### src/rtl/clock_ctrl.sv
// Clock sequencer: 1 Hz prescaler, RUN carry forwarding between counter
// stages, and the time-set FSM with increment auto-repeat and field blink.
module clock_ctrl #(
    parameter int TICK_DIV   = 50000000,
    parameter int HOLD_CYC   = 25000000,
    parameter int REPEAT_CYC = 5000000
) (
    input  logic       i_clk,
    input  logic       i_rst,
    input  logic       i_mode,
    input  logic       i_inc,
    input  logic       i_sec_carry,
    input  logic       i_min_carry,
    output logic       o_sec_en,
    output logic       o_min_en,
    output logic       o_hr_en,
    output logic [1:0] o_mode,
    output logic       o_tick,
    output logic       o_blink
);

    localparam int PW = $clog2(TICK_DIV);
    localparam int BW = $clog2(TICK_DIV / 2 + 1);
    localparam int HW = $clog2(HOLD_CYC + 1);
    localparam int RW = $clog2(REPEAT_CYC + 1);

    localparam logic [PW-1:0] PRE_LAST  = PW'(TICK_DIV - 1);
    localparam logic [BW-1:0] BLINK_LAST = BW'(TICK_DIV / 2 - 1);
    localparam logic [HW-1:0] HOLD_LAST = HW'(HOLD_CYC - 1);
    localparam logic [HW-1:0] HOLD_SAT  = HW'(HOLD_CYC);
    localparam logic [RW-1:0] REP_LAST  = RW'(REPEAT_CYC - 1);

    localparam logic [1:0] ST_RUN     = 2'd0;
    localparam logic [1:0] ST_SET_HR  = 2'd1;
    localparam logic [1:0] ST_SET_MIN = 2'd2;

    logic [1:0]    state, state_nxt;
    logic [PW-1:0] pre_cnt;
    logic [BW-1:0] blink_cnt;
    logic [HW-1:0] hold_cnt;
    logic [RW-1:0] rep_cnt;
    logic          inc_prev;
    logic          armed;

    logic stay_run, in_set, inc_rise, counting, rep_fire, inc_pulse, tick_hit;

    // NOTE: always_comb assigns a default before any branch so no latch is inferred.
    always_comb begin
        state_nxt = state;
        if (i_mode) begin
            case (state)
                ST_RUN:    state_nxt = ST_SET_HR;
                ST_SET_HR: state_nxt = ST_SET_MIN;
                default:   state_nxt = ST_RUN;
            endcase
        end
    end

    // A mode pulse counts as leaving the current state, so carries and ticks
    // sampled on the transition edge are dropped rather than leaking through.
    assign stay_run = (state == ST_RUN) && !i_mode;
    assign in_set   = (state != ST_RUN) && !i_mode;
    assign tick_hit = stay_run && (pre_cnt == PRE_LAST);
    assign inc_rise = i_inc && !inc_prev;

    // Auto-repeat only runs for a press that started in this state; a hold
    // carried across a mode change stays disarmed until released.
    assign counting  = in_set && i_inc && (inc_rise || armed);
    assign rep_fire  = (hold_cnt == HOLD_LAST) ||
                       ((hold_cnt == HOLD_SAT) && (rep_cnt == REP_LAST));
    assign inc_pulse = in_set && (inc_rise || (counting && rep_fire));

    assign o_mode = state;

    // NOTE: sequential state uses non-blocking assignments so every register
    // samples the pre-edge values regardless of statement order.
    always_ff @(posedge i_clk) begin
        if (i_rst) begin
            state     <= ST_RUN;
            pre_cnt   <= '0;
            blink_cnt <= '0;
            hold_cnt  <= '0;
            rep_cnt   <= '0;
            inc_prev  <= 1'b0;
            armed     <= 1'b0;
            o_sec_en  <= 1'b0;
            o_min_en  <= 1'b0;
            o_hr_en   <= 1'b0;
            o_tick    <= 1'b0;
            o_blink   <= 1'b1;
        end else begin
            state    <= state_nxt;
            inc_prev <= i_inc;

            if (stay_run && !tick_hit) begin
                pre_cnt <= pre_cnt + PW'(1);
            end else begin
                pre_cnt <= '0;
            end

            o_tick   <= tick_hit;
            o_sec_en <= tick_hit;
            o_min_en <= (stay_run && i_sec_carry) || (inc_pulse && state == ST_SET_MIN);
            o_hr_en  <= (stay_run && i_min_carry) || (inc_pulse && state == ST_SET_HR);

            if (!counting) begin
                armed    <= 1'b0;
                hold_cnt <= '0;
                rep_cnt  <= '0;
            end else begin
                armed <= 1'b1;
                if (hold_cnt != HOLD_SAT) begin
                    hold_cnt <= hold_cnt + HW'(1);
                    rep_cnt  <= '0;
                end else if (rep_cnt == REP_LAST) begin
                    rep_cnt <= '0;
                end else begin
                    rep_cnt <= rep_cnt + RW'(1);
                end
            end

            if (!in_set) begin
                blink_cnt <= '0;
                o_blink   <= 1'b1;
            end else if (blink_cnt == BLINK_LAST) begin
                blink_cnt <= '0;
                o_blink   <= ~o_blink;
            end else begin
                blink_cnt <= blink_cnt + BW'(1);
            end
        end
    end

endmodule

### config.mk
export PLATFORM = sky130hd
export DESIGN_NAME = clock_ctrl
export DESIGN_NICKNAME = d
export VERILOG_FILES = /design/src/rtl/clock_ctrl.sv
export SDC_FILE = /design/constraint.sdc
export NUM_CORES = 1
export LEC_CHECK = 0
export ABC_AREA = 1
export CORE_AREA = 2 2 100 102
export CTS_CLUSTER_DIAMETER = 150
export DETAILED_ROUTE_END_ITERATION = 8
export DIE_AREA = 0 0 102 104
export DONT_BUFFER_PORTS = 1
export GPL_TIMING_DRIVEN = 0
export PLACE_DENSITY_LB_ADDON = 0.12
export SETUP_SLACK_MARGIN = 0.4
export SYNTH_ARGS = -nofsm -noshare
export SYNTH_HDL_FRONTEND = slang
export SYNTH_SLANG_ARGS = --single-unit
### constraint.sdc
create_clock -name i_clk -period 1.65 [get_ports i_clk]
set_input_delay 0.33 -clock i_clk [delete_from_list [all_inputs] [get_ports i_clk]]
set_output_delay 0.33 -clock i_clk [all_outputs]
set_load 0.02 [all_outputs]
==> flow_metrics.py <==
metrics = {
    "critical_path": {
        "arrival_ps": 2110,
        "start_kind": "flop",
        "crit_family": "simple AND/OR/NAND/NOR gates",
        "path_max_fanout": 4,
        "path_cells": "nand2_1 -> nor2_1 -> nand4_1 -> nor2_1 -> nand2_1 -> or2_2 -> a21oi_2",
        "regToRegSetupSlack_ps": -130,
        "worst-setup-path-type": "reg2reg",
        "reg2reg_from": "blink_cnt[6]",
        "crit_buf_inv": 0,
        "r2r_cells": 7,
        "cp_data_required_time_ps": 1980,
        "reg2reg_to": "blink_cnt[18]",
        "critPathSlowestCell": "dfxtp_1",
        "end_kind": "flop",
        "max_stage_delay_ps": 490,
    },
    "cells_and_area": {
        "diodes": 0,
        "finalNetCount": 943,
        "final_cells": 1069,
        "final_cell_mix": "nand2_1, inv_1, nor2_1",
        "finalInstanceArea_um2": 8490,
        "drive_above_1_share_pct": 51.3,
        "syn2layout_area_growth_pct": 54.6,
        "layout_commonest_cell": "nand2_1",
        "num-fill-cells": 419,
    },
    "yosys": {
        "avgSynthCellArea_um2": 6.81,
        "synthesis.area_um2": 5490,
        "synth_seq_cells": 107,
        "syn-num-nets": 817,
        "ys_warn_count": 0,
        "ys_types": 39,
        "ys_seq_area_share_pct": 39.0,
        "synth_cells": 806,
    },
    "sta": {
        "hold-worst-slack_ps": 12.3,
        "tightestPinTransition_ps": 389,
        "slew_viol_final": 0,
        "hold_viol_final": 0,
        "max_clock_freq_mhz": 563,
        "clock_skew_ps": 22.2,
        "relSlewSlack_pct": 74.0,
        "fin_tns_setup_ps": -1600,
        "min_period_over_period_pct": 108,
        "rsz0062_at_grt": "true",
        "setup_viol": 25,
        "finalCriticalPeriod_ps": 1780,
        "fin_ws_ps": -127,
    },
    "routing": {
        "wl_met2_um": 10600,
        "dr_wl_met3_um": 1830,
        "vias": 6594,
        "drt-total-wl_um": 22000,
        "wire_per_inst_um": 20.6,
        "top_layer": "met4",
        "drt-pass1-iter-count": 5,
        "ant_nets": 0,
        "routed_via_density": 6.17,
        "drc_errors": 0,
        "m1WireLength_um": 7810,
        "drt_iter0_markers": 436,
    },
    "global_route": {
        "overflow": 0,
        "antenna_found_initial": 0,
        "grt_pass1_wl_um": 24400,
        "track_usage_pct": 28.8,
        "grt_pass1_vias": 5367,
        "grt_max_degree": 19,
    },
    "clocking": {
        "cts_buffers": 9,
        "clk_latency_ps": 400,
        "cts-htree-levels": 3,
        "cts_root_buf": "clkbuf_8",
        "clockBufferDepth": 2,
        "cts.sinks": 107,
        "cts_tree": "built",
        "clk_pin_slew_ps": 120,
    },
    "hold_path": {
        "min_to": "o_mode[0]",
        "hp-class": "in2reg",
        "hold_start": "i_mode",
        "whs_path_depth": 1,
    },
    "pwr": {
        "ir_drop_mv": 0.742,
        "powerDensity_nw_per_um2": 538,
        "power_leakage_nw": 3.12,
    },
    "placed_design": {
        "hpwlAfterDp_um": 9030,
        "place_inst": 939,
        "placed_area_um2": 5880,
        "place.gp.congestion": 0.942,
        "place_ws_ps": -111,
        "portBuffers": 0,
    },
    "job": {
        "drv_cap": 0,
    },
    "floorplanning": {
        "die_x_um": 102,
        "io_pins": 13,
        "die_area_um2": 10600,
        "placementRows": 36,
        "initial_core_util_pct": 57.5,
        "core_um2": 9550,
        "fp.dieH_um": 104,
    },
    "run_status": {
        "status": "finished with violations",
        "violations": "setup timing",
    },
}
-- synth_stat cells, drive strengths merged --
cell type	n	share of area (%)
buf	8	1.1
nand3	55	5.5
nor3	44	5.0
nand2b	2	0.23
ha	5	1.1
clkinv	1	0.091
nor2	145	11
inv	118	8.1
o21a	1	0.14
xor2	15	2.4
nand2	176	12
and3	1	0.11
nand4	20	2.4
a21oi	51	4.8
xnor2	7	1.1
nor3b	10	1.5
a211oi	1	0.14
nand3b	1	0.14
nor4	2	0.34
or2	15	1.7
o21ai	21	1.9
dfxtp	107	39
-- power by group --
group | internal (W) | total [W] | switching (W)
clock network | 0.000716 | 0.00174 | 0.00102
registers | 0.00256 | 0.00259 | 0.0000213
logic | 0.000108 | 0.000239 | 0.000131
total | 0.00339 | 0.00456 | 0.00118
-- how the worst max path moves through the flow --
| stage | cells past startpoint | to | slack (ps) | from |
|---|---|---|---|---|
| 2_1_floorplan | 9 | rep_cnt[13] | 250 | rep_cnt[1] |
| 3_3_place_gp | 9 | blink_cnt[11] | -40 | blink_cnt[0] |
| 3_5_place_dp | 9 | blink_cnt[11] | -110 | blink_cnt[0] |
| 4_1_cts | 7 | blink_cnt[21] | 50 | blink_cnt[0] |
| 5_1_grt | 9 | rep_cnt[22] | -200 | rep_cnt[16] |
| 6_report | 7 | blink_cnt[18] | -130 | blink_cnt[6] |
-- stage by stage --
stage               total power, W  util (%)
CTS                        0.00448      76.0
finish                     0.00456      88.9
detailed placement         0.00276      61.6
global placement           0.00276      61.6
floorplan                  0.00274         -
global route               0.00463      88.9
-- flip-flops by register name, summed over array words and instances (netlist names), 2 cells and up --
register   flops
hold_cnt      25
o_mode         2
pre_cnt       26
blink_cnt     25
rep_cnt       23
-- layout make-up --
class,count,area [um^2],area share [%]
well taps,133,166,1.96
repair buffers,114,1160,13.7
clock inverters,6,70.1,0.826
plain buffers,8,110,1.30
multi-input cells,573,4100,48.4
flip-flops and latches,107,2260,26.6
inverters,119,494,5.82
clock buffers,9,124,1.46
-- logic make-up (layout without fill, tap and decap cells) --
| group | after synthesis | count (layout) | share of synthesized area [%] |
|---|---|---|---|
| XOR/XNOR | 22 | 22 | 3.51 |
| AND/OR/NAND/NOR | 471 | 472 | 40.1 |
| adder cells (fa/ha/maj) | 5 | 5 | 1.14 |
| AO/OA/AOI/OAI | 74 | 74 | 6.98 |
| flip-flops | 107 | 107 | 39.0 |
| buffers and inverters | 127 | 256 | 9.23 |
-- per-layer routing --
layer | global-route usage (%) | vias to the layer above
li1 | - | 2812
met1 | 35.5 | 3063
met2 | 49.3 | 514
met3 | 6.25 | 205
met4 | 9.62 | 0
met5 | 0 | -
-- what timing repair did --
item,in CTS,in global routing
pin swaps,53,77
buffers inserted,64,43
gates cloned,5,2
gates resized for setup,164,244
hold buffers,1,0
hold endpoints to repair,3,0
endpoints found under the setup margin,103,104
-- worst register-to-register path, stage by stage (launching register included) --
cell,delay (ps)
dfxtp_1,490
nand2_1,140
nor2_1,240
nand4_1,130
nor2_1,150
nand2_1,130
or2_2,310
a21oi_2,120
No activity file was read; power rests on OpenSTA's default activity.
